## src/rtl/button_debounce_pulse_if.sv

```systemverilog
// Button conditioning port bundle: raw input and enable in,
// debounced level and press/repeat pulse out.
interface button_debounce_pulse_if;
   logic en;
   logic btn_in;
   logic btn_level;
   logic btn_pulse;

   modport master (
      output en,
      output btn_in,
      input  btn_level,
      input  btn_pulse
   );

   modport slave (
      input  en,
      input  btn_in,
      output btn_level,
      output btn_pulse
   );
endinterface

```

## src/rtl/button_debounce_pulse.sv

```systemverilog
// Push-button synchroniser + debouncer with one-cycle press pulses
// and optional auto-repeat while the button is held.
module button_debounce_pulse #(
   parameter int unsigned DEBOUNCE_CYCLES = 500_000,
   parameter int unsigned REPEAT_EN       = 1,
   parameter int unsigned REPEAT_DELAY    = 50_000_000,
   parameter int unsigned REPEAT_PERIOD   = 10_000_000
) (
   input  logic                     clk,
   input  logic                     rst,
   button_debounce_pulse_if.slave   bus
);

   localparam int unsigned CW =
      (DEBOUNCE_CYCLES > 1) ? $clog2(DEBOUNCE_CYCLES) : 1;
   localparam int unsigned HMAX =
      (REPEAT_DELAY > REPEAT_PERIOD) ? REPEAT_DELAY : REPEAT_PERIOD;
   localparam int unsigned HW = (HMAX > 1) ? $clog2(HMAX) : 1;

   localparam logic [CW-1:0] DB_LAST  = CW'(DEBOUNCE_CYCLES - 1);
   localparam logic [HW-1:0] DLY_LAST = HW'(REPEAT_DELAY - 1);
   localparam logic [HW-1:0] PER_LAST = HW'(REPEAT_PERIOD - 1);
   localparam logic [HW-1:0] HOLD_TOP = '1;

   typedef enum logic [1:0] {
      IDLE,
      PRESS_WAIT,
      HELD,
      RELEASE_WAIT
   } state_t;

   state_t        state_q, state_d;
   logic          s0_q, btn_s_q;
   logic [CW-1:0] cnt_q, cnt_d;
   logic [HW-1:0] hold_q, hold_d;
   logic          phase_q, phase_d;
   logic          level_q, level_d;
   logic          pulse_q, pulse_d;
   logic [HW-1:0] hold_last;

   // phase_q=0 waits out the initial delay, 1 the repeat period
   assign hold_last = phase_q ? PER_LAST : DLY_LAST;

   always_ff @(posedge clk) begin
      if (rst) begin
         s0_q    <= 1'b0;
         btn_s_q <= 1'b0;
         state_q <= IDLE;
         cnt_q   <= '0;
         hold_q  <= '0;
         phase_q <= 1'b0;
         level_q <= 1'b0;
         pulse_q <= 1'b0;
      end else begin
         s0_q    <= bus.btn_in;
         btn_s_q <= s0_q;
         state_q <= state_d;
         cnt_q   <= cnt_d;
         hold_q  <= hold_d;
         phase_q <= phase_d;
         level_q <= level_d;
         pulse_q <= pulse_d;
      end
   end

   always_comb begin
      state_d = state_q;
      cnt_d   = cnt_q;
      hold_d  = hold_q;
      phase_d = phase_q;
      level_d = level_q;
      pulse_d = 1'b0;

      if (!bus.en) begin
         state_d = IDLE;
         cnt_d   = '0;
         hold_d  = '0;
         phase_d = 1'b0;
         level_d = 1'b0;
      end else begin
         unique case (state_q)
            IDLE: begin
               level_d = 1'b0;
               if (btn_s_q) begin
                  state_d = PRESS_WAIT;
                  cnt_d   = '0;
               end
            end
            PRESS_WAIT: begin
               if (!btn_s_q) begin
                  state_d = IDLE;
                  cnt_d   = '0;
               end else if (cnt_q == DB_LAST) begin
                  state_d = HELD;
                  hold_d  = '0;
                  phase_d = 1'b0;
                  level_d = 1'b1;
                  pulse_d = 1'b1;
               end else begin
                  cnt_d = cnt_q + 1'b1;
               end
            end
            HELD: begin
               if (!btn_s_q) begin
                  state_d = RELEASE_WAIT;
                  cnt_d   = '0;
               end else if (REPEAT_EN != 0 && hold_q == hold_last) begin
                  pulse_d = 1'b1;
                  hold_d  = '0;
                  phase_d = 1'b1;
               end else if (hold_q != HOLD_TOP) begin
                  hold_d = hold_q + 1'b1;
               end
            end
            RELEASE_WAIT: begin
               // a bounce back high resumes the repeat schedule in place
               if (btn_s_q) begin
                  state_d = HELD;
               end else if (cnt_q == DB_LAST) begin
                  state_d = IDLE;
                  cnt_d   = '0;
                  hold_d  = '0;
                  phase_d = 1'b0;
                  level_d = 1'b0;
               end else begin
                  cnt_d = cnt_q + 1'b1;
               end
            end
            default: state_d = IDLE;
         endcase
      end
   end

   assign bus.btn_level = level_q;
   assign bus.btn_pulse = pulse_q;

endmodule

```

## src/flat_wrapper.sv

```systemverilog
// flat-port wrapper written by rule: the top's interface ports become plain ports
module button_debounce_pulse_flat 
#(
   parameter int unsigned DEBOUNCE_CYCLES = 500_000,
   parameter int unsigned REPEAT_EN       = 1,
   parameter int unsigned REPEAT_DELAY    = 50_000_000,
   parameter int unsigned REPEAT_PERIOD   = 10_000_000
)
  (clk, rst, bus_en, bus_btn_in, bus_btn_level, bus_btn_pulse);
  button_debounce_pulse_if bus_i ();
  input  logic clk;
  input  logic rst;
  input wire logic [$bits(bus_i.en)-1:0] bus_en;
  input wire logic [$bits(bus_i.btn_in)-1:0] bus_btn_in;
  output wire logic [$bits(bus_i.btn_level)-1:0] bus_btn_level;
  output wire logic [$bits(bus_i.btn_pulse)-1:0] bus_btn_pulse;
  assign bus_i.en = bus_en;
  assign bus_i.btn_in = bus_btn_in;
  assign bus_btn_level = bus_i.btn_level;
  assign bus_btn_pulse = bus_i.btn_pulse;
  button_debounce_pulse #(.DEBOUNCE_CYCLES(DEBOUNCE_CYCLES), .REPEAT_EN(REPEAT_EN), .REPEAT_DELAY(REPEAT_DELAY), .REPEAT_PERIOD(REPEAT_PERIOD)) u_core (.clk(clk), .rst(rst), .bus(bus_i));
endmodule
```

## config.mk

```make
export PLATFORM = sky130hd
export DESIGN_NAME = button_debounce_pulse_flat
export DESIGN_NICKNAME = d
export VERILOG_FILES = /design/src/rtl/button_debounce_pulse_if.sv /design/src/rtl/button_debounce_pulse.sv /design/src/flat_wrapper.sv
export SDC_FILE = /design/constraint.sdc
export NUM_CORES = 1
export LEC_CHECK = 0
export ABC_AREA = 1
export CORE_MARGIN = 2
export CORE_UTILIZATION = 65
export CTS_CLUSTER_DIAMETER = 40
export CTS_CLUSTER_SIZE = 24
export DETAILED_ROUTE_END_ITERATION = 8
export MAX_ROUTING_LAYER = met4
export PLACE_DENSITY = 0.94
export SLEW_MARGIN = 0
export SYNTH_ARGS = -nofsm -noshare
export SYNTH_HDL_FRONTEND = slang
export SYNTH_SLANG_ARGS = --single-unit
```

## constraint.sdc

```tcl
create_clock -name clk -period 3.7 [get_ports clk]
set_clock_uncertainty 0.05 [all_clocks]
set_input_delay 0.74 -clock clk [delete_from_list [all_inputs] [get_ports clk]]
set_output_delay 0.74 -clock clk [all_outputs]
set_load 0.05 [all_outputs]
```

==> results of run 1 <==
[flip-flops by register name, summed over array words and instances (netlist names), named ones only]
signal / flops
u_core.state_q: 1
u_core.bus.btn_pulse: 1
u_core.hold_q: 26
u_core.bus.btn_level: 1
u_core.cnt_q: 19
u_core.s0_q: 1
u_core.phase_q: 1
u_core.btn_s_q: 1
[layout make-up]
type                            count  area [sq um]
Clock inverter                      2          12.5
Fill cell                         437          1520
Clock buffer                        5          68.8
Multi-Input combinational cell    444          2140
Tap cell                           70          87.6
Timing Repair Buffer                6          57.6
Inverter                           67           251
Sequential cell                    52          1040
[per-stage QoR]
stage          setup WS, ns  instances  total power [mW]
2_1_floorplan          1.74        574             0.611
3_3_place_gp           1.29        639             0.620
3_5_place_dp           1.20        639             0.621
4_1_cts                1.20        646             0.936
5_1_grt               0.958        646             0.958
6_report               1.14        646             0.933
[worst min-delay path by stage]
| stage | end | slack (ns) | depth (start not counted) |
|---|---|---|---|
| finish | u_core.btn_s_q | 0.37 | 2 |
| global route | u_core.btn_s_q | 0.39 | 2 |
| CTS | u_core.btn_s_q | 0.37 | 2 |
| detailed placement | u_core.btn_s_q | 0.36 | 2 |
| global placement | u_core.btn_s_q | 0.35 | 2 |
| floorplan | u_core.btn_s_q | 0.34 | 2 |
[cells in the mapped netlist, types with 2 or more instances]
master	number	area share (%)
nor2_4	5	1.6
inv_2	4	0.43
nand2_4	2	0.64
buf_6	4	1.3
nand2_1	163	17
nor2_2	5	0.89
nand2_2	6	1.1
inv_1	63	6.7
a21oi_1	37	5.3
buf_2	4	0.57
ha_1	7	2.5
xor2_1	9	2.2
nand4_1	17	3.0
clkbuf_1	2	0.21
dfxtp_1	52	30
nand3_4	2	1.0
a21oi_2	2	0.50
nand3_1	36	5.1
o21ai_1	5	0.71
nor4_1	2	0.36
nor3_1	10	1.4
nor2_1	113	12
o21ai_0	12	1.7
[power groups by stage]
| stage | Sequential, mW | Combinational (mW) | Clock [mW] |
|---|---|---|---|
| floorplan | 0.576 | 0.0348 | 0 |
| global placement | 0.577 | 0.0434 | 0 |
| detailed placement | 0.577 | 0.0444 | 0 |
| CTS | 0.564 | 0.0445 | 0.328 |
| global route | 0.565 | 0.0509 | 0.342 |
| finish | 0.564 | 0.0453 | 0.323 |
[layer usage]
layer	up-vias	track usage, %
met4	0	8.39
li1	1816	-
met3	8	6.05
met5	-	-
met2	181	49.6
met1	1612	42.4
[critical path, delay by kind of cell, from the launching register on]
kind	cells	cell delay, ns
flip-flops	1	0.43
AO/OA/AOI/OAI	2	0.32
buffers and inverters	3	0.63
adder cells (fa/ha/maj)	1	0.32
AND/OR/NAND/NOR	5	0.71
[cells by family (layout without fill, tap and decap cells)]
logic type                 count (synthesis)  in the layout
adders and majority gates                  7              7
and+or+nand+nor                          368            368
DFF                                       52             52
xor gates and xnor gates                   9              9
AOI/OAI and AO/OA                         60             60
buffers and inverters                     78             80
==> results by stage, run 1 <==
Outcome:
- The flow ran to the end, and the final reports show no timing, DRC or antenna violations.

Yosys:
- The dominant combinational cell family by area after synthesis is simple AND/OR/NAND/NOR gates.
- The number of synthesized flops with an enable pin is 0.
- Synthesis produced a netlist with a net count of 585.
- Counting every instance in the synthesized netlist gives 574.
- The number of different library cells in the post-synthesis netlist is 35.
- Of the total synthesized cell area, the portion taken by AND, OR, NAND and NOR gates is 46.8%.
- Summing every instance area after synthesis gives 3510 sq um.
- The adder and majority cell fraction of the synthesized area is 2.49%.
- Dividing the synthesized area by the synthesized cell count gives 6.12 sq um.
- The synthesized netlist devotes 9.41% of its cell area to compound gates.
- After synthesis, the share of flip-flops with an asynchronous set or reset is 0%.
- The number of warnings reported in the yosys synthesis log is 0.
- The top flip-flop cell by instance count after synthesis is dfxtp_1.
- The synthesized netlist devotes 2.25% of its cell area to XOR and XNOR gates.
- Measured against the total synthesized area, the mux share comes to 0%.
- The total of flip-flops plus latches after synthesis is 52.
- The sequential cell area fraction in the yosys report is 29.7%.

Clock tree:
- The total CTS buffers is 5.
- The count of H-tree levels built during CTS is 2.
- The maximum clock insertion buffer count is 2.
- The hold buffer count at cts is 0.
- TritonCTS built the clock tree.
- The latest clock arrival within the worst-skew pair is 0.31 ns.
- Clock-pin slew was measured on the worst setup and hold paths at 0.10 ns.
- After clock tree synthesis, the setup repair step added 0 buffers.
- The tree is rooted in a clkbuf_8.
- The clock net in this run drives a total of 52 sinks.
- The post-cts repair resize count is 0.

Routing:
- The routed design uses 782 microns of met3 wire.
- The violation count after the first detailed-route iteration is 418.
- Once detail routing completed, the nets flagged for antenna violations numbered 0.
- The routed design has 8.71 mm of wire.
- The routed length per placed instance is 13.5 microns.
- In the routed design, unresolved DRC markers number 0.
- In the routed layout, each cell is associated on average with a via count of 5.60.
- The met2 layer wire length in the routed design is 3.86 mm.
- Before antenna repair, the detailed router went through 6 iterations.
- The uppermost signal routing layer after detailed routing is met4.
- After detailed routing, the wire length on met1 is 3.97 mm.
- The detailed-route via count is 3,617.

Setup path:
- Walking the worst path, the cells encountered are inv_1, ha_1, inv_2, nand2_1, o21a_2, nor2_4, nand2_1, inv_2, nand3_1, a21oi_1, nor2_1.
- On the worst path, the slowest cell contributes a delay of 0.43 ns.
- The top fanout value on the critical path is 16.
- The startpoint of the lowest-slack register-to-register path is u_core.state_q[0].
- Following the worst setup path forward leads to its endpoint at u_core.cnt_q[11].
- The type of origin of the critical path is a flip-flop.
- The critical path in this run is classified as reg2reg.
- The worst reg2reg path endpoint is u_core.cnt_q[11].
- The beginning of the critical path is u_core.state_q[0].
- The library cell contributing the largest single delay on the critical path is dfxtp_1.
- The worst-case reg-to-reg path depth is 11.
- The worst reg-to-reg setup slack is 1.14 ns.
- Data on the critical path arrives at its endpoint at 2.72 ns.
- The required time reported for the critical path endpoint is 3.87 ns.
- The worst setup path is captured at a flip-flop.

Floorplan:
- The initial standard-cell utilization of the core is 67.9%.
- The overall die area is 6010 sq um.
- The core region is 5170 sq um.
- The total number of placement rows is 26.
- The die extent in x is 77.5 microns.
- In this run the vertical extent of the chip is 77.5 microns.
- The boundary pin count is 6.

Power and ir drop:
- For this design the static power due to leakage is 1.34 nW.
- The internal portion of the total power is 0.704 mW.
- The sequential share of power is 60.5%.
- IR analysis of the VDD net gives a maximum drop of 0.000181 V.
- The total net switching power is 0.228 mW.
- The switching share of total power is 24.5%.
- The clock network burns 34.7% of the power.
- For this design the ratio of total power to cell area is 255 nW/um^2.
- Combinational cells account for 4.9% of the total power.

Finish:
- The area added between synthesis and finish is 4.17%.
- In the layout the commonest cells are nand2_1, nor2_1, inv_1, dfxtp_1, a21oi_1.
- The number of nets in the finished design is 587.
- At the end of the flow the core is filled with cells to 70.7%.
- The library cell used most frequently in the layout, excluding fill and tap cells, is nand2_1.
- The final antenna diode count is 0.
- In the final layout, the share of cells above drive strength 1 is 6.77%.
- The post-route standard cell area excluding fillers is 3660 sq um.

Placed design:
- After detailed placement, the total cell area comes to 3580 sq um.
- The total half-perimeter wirelength after legalization and detailed placement is 6.65 mm.
- At the end of routability-driven placement, the weighted congestion stood at 0.975.
- Input and output buffers added on the ports amount to 5.

Timing:
- Static timing analysis puts the maximum clock frequency at 0.391 GHz.
- The max-slew violation total from the final report is 0.
- The number of hold violations in the final report came to 0.
- At the pin with the least slew margin, the transition time is 0.850 ns.
- In the finished design, the share of the clock period the worst path needs comes to 69.1%.
- The final sum of negative setup slack is 0 ns.
- The final period demand of the worst path is 2.56 ns.
- Final hold analysis gives a worst-case slack of 0.369 ns.
- Setup repair after global routing left no endpoint under its margin.
- The count of final setup violators is 0.
- The worst slew slack as a fraction of its limit is 43.4%.

Global route:
- The wire length of the first global-routing pass is 15.0 mm.
- The total overflow left after global routing is 0.
- The initial antenna violation count is 0.
- The largest net degree at the start of global routing is 28.
- For this run, the total global-route usage over all layers was measured as 31.7%.
- The number of global-route vias before repair is 3,333.

Min path:
- The worst hold path begins at u_core.s0_q.
- In this run the worst hold path is classified as reg2reg.

Run:
- The number of maximum-capacitance constraint violations is 0.
Note: power is estimated with default switching activity, not from simulation.
==> inputs of run 2 (changes only) <==
- CORE_UTILIZATION: 65 -> 57
- PLACE_DENSITY: 0.94 -> 0.89
- clock period: 3.7 -> 2.1 ns (I/O delays scaled with it)
==> run 2 against run 1 <==
Compared with the run above: register-to-register slack got worse by 1.0 ns; sequential share of layout area fell by 1.5 points; largest power group unchanged; critical endpoint is now u_core.hold_q[18]; flip-flop and latch count did not move; highest routed layer unchanged; count of clock-buffer cells in the layout did not move; hold slack improved by 0.00093 ns; non-clock buffer count rose by 16; fmax rose by 28%; sequential power rose by 76%.
==> results by stage, run 2 (synthesis results as in run 1) <==
Finish:
- The post-route standard cell area excluding fillers was 3880 sq um (was 3660 sq um).
- The share of post-route cells with drive strength above 1 is 10.5% (was 6.77%).
- Top flop regs: u_core.hold_q: 26 flops, u_core.cnt_q: 19 flops (unchanged).
- The fill cell total of the finished layout is 528 (was 437).
- The final standard cell count with taps included and fillers excluded was 668 (was 646).
- The largest register by flop count is u_core.hold_q (unchanged).
- Top library cells by usage in the layout, fill and taps aside: nand2_1, nor2_1, inv_1, dfxtp_1 (was nand2_1, nor2_1, inv_1, dfxtp_1, a21oi_1).
- The final antenna diode count is 0 (unchanged).
- The area added between synthesis and finish came to 10.5% (was 4.17%).
- The most common cell after layout, fill and taps aside is nand2_1 (unchanged).
- The flip-flop count of the largest register after layout came to 26 (unchanged).
- The number of nets in the finished design is 605 (was 587).

Setup path:
- The required time reported for the critical path endpoint is 2.28 ns (was 3.87 ns).
- The type of element capturing the critical path is a flip-flop (unchanged).
- The top fanout value on the critical path is 5 (was 16).
- The worst-case reg-to-reg path depth was 8 (was 11).
- The critical path data arrival time is 2.18 ns (was 2.72 ns).
- The worst setup path category was reg2reg (unchanged).
- The type of origin of the critical path is a flip-flop (unchanged).

Routing:
- The sum of routed wire length over all layers was 8.94 mm (was 8.71 mm).
- The number of vias per cell was 5.57 (was 5.60).
- The violation count after the first detailed-route iteration is 357 (was 418).
- The count of antenna-violating nets left after detailed routing came to 0 (unchanged).
- The final routed DRC violation total is 0 (unchanged).
- The number of optimization iterations in the first detailed-route pass is 5 (was 6).
- The routed length per placed instance was 13.4 microns (was 13.5 microns).
- The detailed-route via count was 3,719 (was 3,617).

Clock tree:
- The number of sinks on the clock net is 52 (unchanged).
- The clock tree from TritonCTS is done (unchanged).
- The total CTS buffers is 5 (unchanged).
- The count of H-tree levels built during CTS is 2 (unchanged).
- The clock tree root buffer cell is clkbuf_8 (unchanged).
- The clock-pin slew reported for the worst setup and hold paths after clock tree synthesis came to 0.09 ns (was 0.10 ns).
- The maximum clock insertion buffer count is 2 (unchanged).
- The latest clock arrival within the worst-skew pair is 0.31 ns (about the same).

Floorplan:
- The die extent in x is 82.5 microns (was 77.5 microns).
- The overall die area is 6800 sq um (was 6010 sq um).
- The die boundary height is 82.5 microns (was 77.5 microns).
- The area inside the core boundary is 5920 sq um (was 5170 sq um).
- The boundary pin count is 6 (unchanged).
- The total number of placement rows is 28 (was 26).
- The initial standard-cell utilization of the core is 59.3% (was 67.9%).

Global route:
- The largest net degree at the start of global routing came to 28 (unchanged).
- The overall fraction of global-route tracks in use is 28.2% (was 31.7%).
- The number of global-route vias before repair was 3,367 (was 3,333).
- The wire length of the first global-routing pass is 14.5 mm (was 15.0 mm).
- The remaining global-route overflow is 0 (unchanged).
- The initial antenna violation count is 0 (unchanged).

Timing:
- The final sum of negative setup slack was 0 ns (unchanged).
- The number of hold violations in the final report was 0 (unchanged).
- The count of final setup violators is 0 (unchanged).
- The final period demand of the worst path is 2.00 ns (was 2.56 ns).
- The period utilization is 95.1% (was 69.1%).
- RSZ-0062 raised after global routing: true (was false).
- The max-slew violation total from the final report is 0 (unchanged).
- The transition time of the tightest slew-check pin was 0.497 ns (was 0.850 ns).
- The worst slew slack as a fraction of its limit is 66.8% (was 43.4%).
- The maximum frequency from static timing analysis is 0.501 GHz (was 0.391 GHz).

Placed design:
- The number of placed instances with taps included is 654 (was 639).
- The final weighted congestion of routability-driven global placement is 0.950 (was 0.975).
- The area of placed instances is 3670 sq um (was 3580 sq um).
- The total half-perimeter wirelength after legalization and detailed placement is 6.32 mm (was 6.65 mm).
- The count of port buffers added during placement was 5 (unchanged).

Power and ir drop:
- The ratio of total power to cell area is 452 nW/um^2 (was 255 nW/um^2).
- The total leakage power is 1.44 nW (was 1.34 nW).
- The worst vdd rail ir drop is 0.000378 V (was 0.000181 V).
- The total design power is 1.76 mW (was 0.933 mW).

Min path:
- The kind of path behind the tightest hold check was reg2reg (unchanged).
- The number of cells on the worst hold path is 2 (unchanged).

Outcome:
- Run status: finished, final reports clean (unchanged).

Run:
- The number of maximum-capacitance constraint violations is 0 (unchanged).
==> run 2: changes by cell type in the layout (fill, tap and decap cells not counted), moves of 2 or more <==
cell     change
buf_12       +2
dfxtp_2      +2
buf_4       +14
dfxtp_1      -3
nor2_4       +3
==> run 2: layout make-up <==
class | instances | area [sq um] | share of cell area [%]
clock buffers | 5 | 68.8 | 1.77
clock inverters | 1 | 30.0 | 0.774
inverters | 67 | 256 | 6.61
multi-input cells | 446 | 2180 | 56.2
flip-flops and latches | 52 | 1050 | 27.0
well taps | 75 | 93.8 | 2.42
repair buffers | 22 | 203 | 5.22
==> run 2: repair_timing <==
item / CTS / global route
setup buffers: 0 / 6
hold buffers: 0 / 0
setup endpoints to repair: 0 / 38
gates resized for setup: 0 / 11
==> run 2: where the power goes <==
part           total [mW]  switching, mW  internal, mW
sequential          0.993        0.00460         0.988
combinational      0.0915         0.0594        0.0321
clock               0.672          0.329         0.343
==> run 2: final timing paths <==
kind | from | slack [ns] | to
max reg2reg | flip-flop | 0.10 | u_core.hold_q[18]
min reg2reg | u_core.s0_q | 0.37 | u_core.btn_s_q
max | flip-flop | 0.10 | u_core.hold_q[18]
min | u_core.s0_q | 0.37 | u_core.btn_s_q
==> run 2: metal layers <==
metal / GRT usage (%) / up-vias / share of wire, %
met5: - / - / 0
met2: 48.5 / 136 / 50
met3: 5.11 / 29 / 5.6
met4: 14.3 / 0 / 3.3
li1: - / 1863 / -
met1: 31.2 / 1691 / 41
==> run 2: critical path, cell delays in order, from the launching register on <==
cell	delay (ns)
dfxtp_1	0.40
inv_1	0.09
ha_1	0.21
o21bai_4	0.25
nor3_1	0.26
nand2_2	0.15
nor2_4	0.17
nand3_1	0.15
a21oi_2	0.18
==> run 2: through the flow <==
stage / hold slack, ns / util [%] / worst slack [ns]
after CTS: 0.371 / 63.7 / 0.0194
final: 0.370 / 65.6 / 0.104
after detailed placement: 0.355 / 62.0 / 0.0439
after floorplan: 0.338 / - / 0.140
after global placement: 0.340 / 62.0 / 0.111
after global routing: 0.380 / 65.6 / -0.0253
==> inputs of run 3 (changes only) <==
- GPL_ROUTABILITY_DRIVEN: unset -> 0
==> run 3 against run 2 <==
Compared with the run above: critical path depth increased by 2; fmax is 0.99% higher; combinational power down 1%; design area shrank 1.3%; worst setup slack improved by 0.020 ns; sequential power hardly changed; critical path type unchanged.
==> results by stage, run 3 (synthesis results as in run 1) <==
Floorplan:
- The initial standard-cell utilization of the core is 59.3% (unchanged).
- The total number of placement rows was 28 (unchanged).
- The die extent in x was 82.5 microns (unchanged).
- The overall die area came to 6800 sq um (unchanged).
- The area inside the core boundary is 5920 sq um (unchanged).
- The boundary pin count is 6 (unchanged).
- The die boundary height is 82.5 microns (unchanged).

Timing:
- The final sum of negative setup slack is 0 ns (unchanged).
- The worst slew slack as a fraction of its limit is 66.6% (was 66.8%).
- The max-slew violation total from the final report is 0 (unchanged).
- The final period demand of the worst path is 1.98 ns (was 2.00 ns).
- The period utilization was 94.1% (was 95.1%).
- The maximum frequency from static timing analysis is 0.506 GHz (was 0.501 GHz).
- The transition time of the tightest slew-check pin is 0.499 ns (was 0.497 ns).
- The number of hold violations in the final report was 0 (unchanged).
- RSZ-0062 raised after global routing: false (was true).
- The count of final setup violators was 0 (unchanged).
- The final worst slack is 0.123 ns (was 0.104 ns).

Finish:
- The post-route standard cell area excluding fillers is 3830 sq um (was 3880 sq um).
- The fill cell total of the finished layout is 530 (was 528).
- The sequential cell area in the final layout is 1040 sq um (was 1050 sq um).
- Top flop regs: u_core.hold_q: 26 flops, u_core.cnt_q: 19 flops (unchanged).
- The final antenna diode count is 0 (unchanged).
- The multi-input logic area is 2170 sq um (was 2180 sq um).
- The share of post-route cells with drive strength above 1 is 9.35% (was 10.5%).
- The number of nets in the finished design is 599 (was 605).
- The final core utilization came to 64.7% (was 65.6%).
- Top library cells by usage in the layout, fill and taps aside: nand2_1, nor2_1, inv_1, dfxtp_1, a21oi_1 (was nand2_1, nor2_1, inv_1, dfxtp_1).
- The largest register by flop count was u_core.hold_q (unchanged).
- The flip-flop count of the largest register after layout was 26 (unchanged).
- The most common cell after layout, fill and taps aside is nand2_1 (unchanged).
- The area added between synthesis and finish is 9.16% (was 10.5%).

Global route:
- The initial antenna violation count is 0 (unchanged).
- The global-route met1 utilization is 28.9% (was 31.2%).
- The number of global-route vias before repair is 3,365 (was 3,367).
- The largest net degree at the start of global routing came to 28 (unchanged).
- The remaining global-route overflow is 0 (unchanged).
- The wire length of the first global-routing pass is 14.3 mm (was 14.5 mm).
- The global-route met3 utilization is 5.11% (unchanged).
- The global routing met2 resource utilization is 49.8% (was 48.5%).
- The layer with the highest usage after global routing was met2 (unchanged).
- The overall fraction of global-route tracks in use is 27.7% (was 28.2%).

Min path:
- The kind of path behind the tightest hold check is reg2reg (unchanged).
- The number of cells on the worst hold path is 2 (unchanged).
- The sink of the worst hold path is u_core.btn_s_q (unchanged).
- The start point of the worst min-delay path is u_core.s0_q (unchanged).

Setup path:
- The number of cells on the critical path is 10 (was 8).
- The worst reg2reg path endpoint was u_core.hold_q[6] (was u_core.hold_q[18]).
- The top fanout value on the critical path is 14 (was 5).
- The worst stage delay on the critical path came to 0.39 ns (was 0.40 ns).
- The worst reg-to-reg setup slack is 0.12 ns (was 0.10 ns).
- The library cell appearing most often on the critical path is nor2_1.
- The library cell contributing the largest single delay on the critical path is dfxtp_1 (unchanged).
- The type of element capturing the critical path is a flip-flop (unchanged).
- The required time reported for the critical path endpoint is 2.26 ns (was 2.28 ns).
- The critical path data arrival time is 2.14 ns (was 2.18 ns).
- CP cell instances: inv_1, ha_1, inv_1, nor2_1, nor2_1, nand3_4, nor2_8, nand2_1, nand2_1, nor2_1 (was inv_1, ha_1, o21bai_4, nor3_1, nand2_2, nor2_4, nand3_1, a21oi_2).
- The type of origin of the critical path is a flip-flop (unchanged).
- The worst setup path category is reg2reg (unchanged).
- The worst-case reg-to-reg path depth is 10 (was 8).
- The count of buffer and inverter cells on the critical path was 2 (was 1).
- The dominant delay contributor by cell family on the critical path is simple AND/OR/NAND/NOR gates (unchanged).

Clock tree:
- The hold buffer count at cts is 0 (unchanged).
- The latest clock arrival within the worst-skew pair was 0.31 ns (about the same).
- The clock-pin slew reported for the worst setup and hold paths after clock tree synthesis came to 0.09 ns (about the same).
- The number of sinks on the clock net is 52 (unchanged).
- The maximum clock insertion buffer count is 2 (unchanged).
- The clock tree from TritonCTS is done (unchanged).
- The total CTS buffers is 5 (unchanged).
- The clock tree root buffer cell is clkbuf_8 (unchanged).
- The count of H-tree levels built during CTS is 2 (unchanged).

Routing:
- The violation count after the first detailed-route iteration came to 266 (was 357).
- The final routed DRC violation total is 0 (unchanged).
- The sum of routed wire length over all layers is 8.81 mm (was 8.94 mm).
- The count of antenna-violating nets left after detailed routing is 0 (unchanged).
- The number of optimization iterations in the first detailed-route pass is 5 (unchanged).
- The number of vias per cell was 5.54 (was 5.57).
- The routed length per placed instance is 13.3 microns (was 13.4 microns).
- The detailed-route via count came to 3,674 (was 3,719).

Placed design:
- The area of placed instances is 3650 sq um (was 3670 sq um).
- The count of port buffers added during placement is 5 (unchanged).
- The post-placement worst setup slack came to 0.0638 ns (was 0.0439 ns).
- The total half-perimeter wirelength after legalization and detailed placement was 6.34 mm (was 6.32 mm).

Power and ir drop:
- The ratio of total power to cell area came to 446 nW/um^2 (was 452 nW/um^2).
- The total leakage power is 1.42 nW (was 1.44 nW).
- The worst vdd rail ir drop is 0.000304 V (was 0.000378 V).

Outcome:
- Run status: finished, final reports clean (unchanged).

Run:
- The number of maximum-capacitance constraint violations is 0 (unchanged).
## run 3: final cells by class
type	count	area share [%]
clock buffer	7	2.51
inverter	67	6.63
multi-input combinational	445	56.5
sequential	52	27.2
tap	75	2.45
timing repair buffer	17	4.64
## run 3: report_power, final
| part | internal (mW) | total (mW) | switching [mW] |
|---|---|---|---|
| Sequential | 0.989 | 0.994 | 0.00480 |
| Clock | 0.294 | 0.623 | 0.329 |
| Combinational | 0.0322 | 0.0902 | 0.0580 |
| Total | 1.32 | 1.71 | 0.392 |
## run 3: timing repair
item	CTS	global route
resized for setup	0	7
endpoints found under the setup margin	0	38
hold endpoints to repair	0	0
setup buffers	0	3
## run 3: per-layer routing
metal / part of all wire [%] / vias to the layer above
met4: 4.3 / 0
li1: - / 1840
met2: 50 / 158
met5: 0 / -
met3: 6.3 / 45
met1: 40 / 1631
## run 3: worst register-to-register path, cell delays in order, from the launching register on
cell	delay, ns
dfxtp_1	0.39
inv_1	0.08
ha_1	0.25
inv_1	0.07
nor2_1	0.06
nor2_1	0.34
nand3_4	0.17
nor2_8	0.27
nand2_1	0.09
nand2_1	0.07
nor2_1	0.04
## run 3: worst max-delay path by stage
| stage | from | end | slack (ns) |
|---|---|---|---|
| finish | flip-flop | u_core.hold_q[6] | 0.12 |
| global route | u_core.cnt_q[1] | u_core.hold_q[22] | 0.003 |
| CTS | u_core.state_q[0] | u_core.cnt_q[11] | 0.05 |
| detailed placement | u_core.state_q[0] | u_core.cnt_q[11] | 0.06 |
| global placement | u_core.cnt_q[0] | u_core.hold_q[15] | 0.13 |
| floorplan | u_core.state_q[0] | u_core.cnt_q[13] | 0.14 |
## run 3: stage by stage
stage / instances / hold WS [ns] / power (mW)
after detailed placement: 652 / 0.352 / 1.10
after global placement: 652 / 0.340 / 1.10
after floorplan: 574 / 0.338 / 1.08
final: 663 / 0.363 / 1.71
after global routing: 663 / 0.384 / 1.76
after CTS: 659 / 0.365 / 1.72
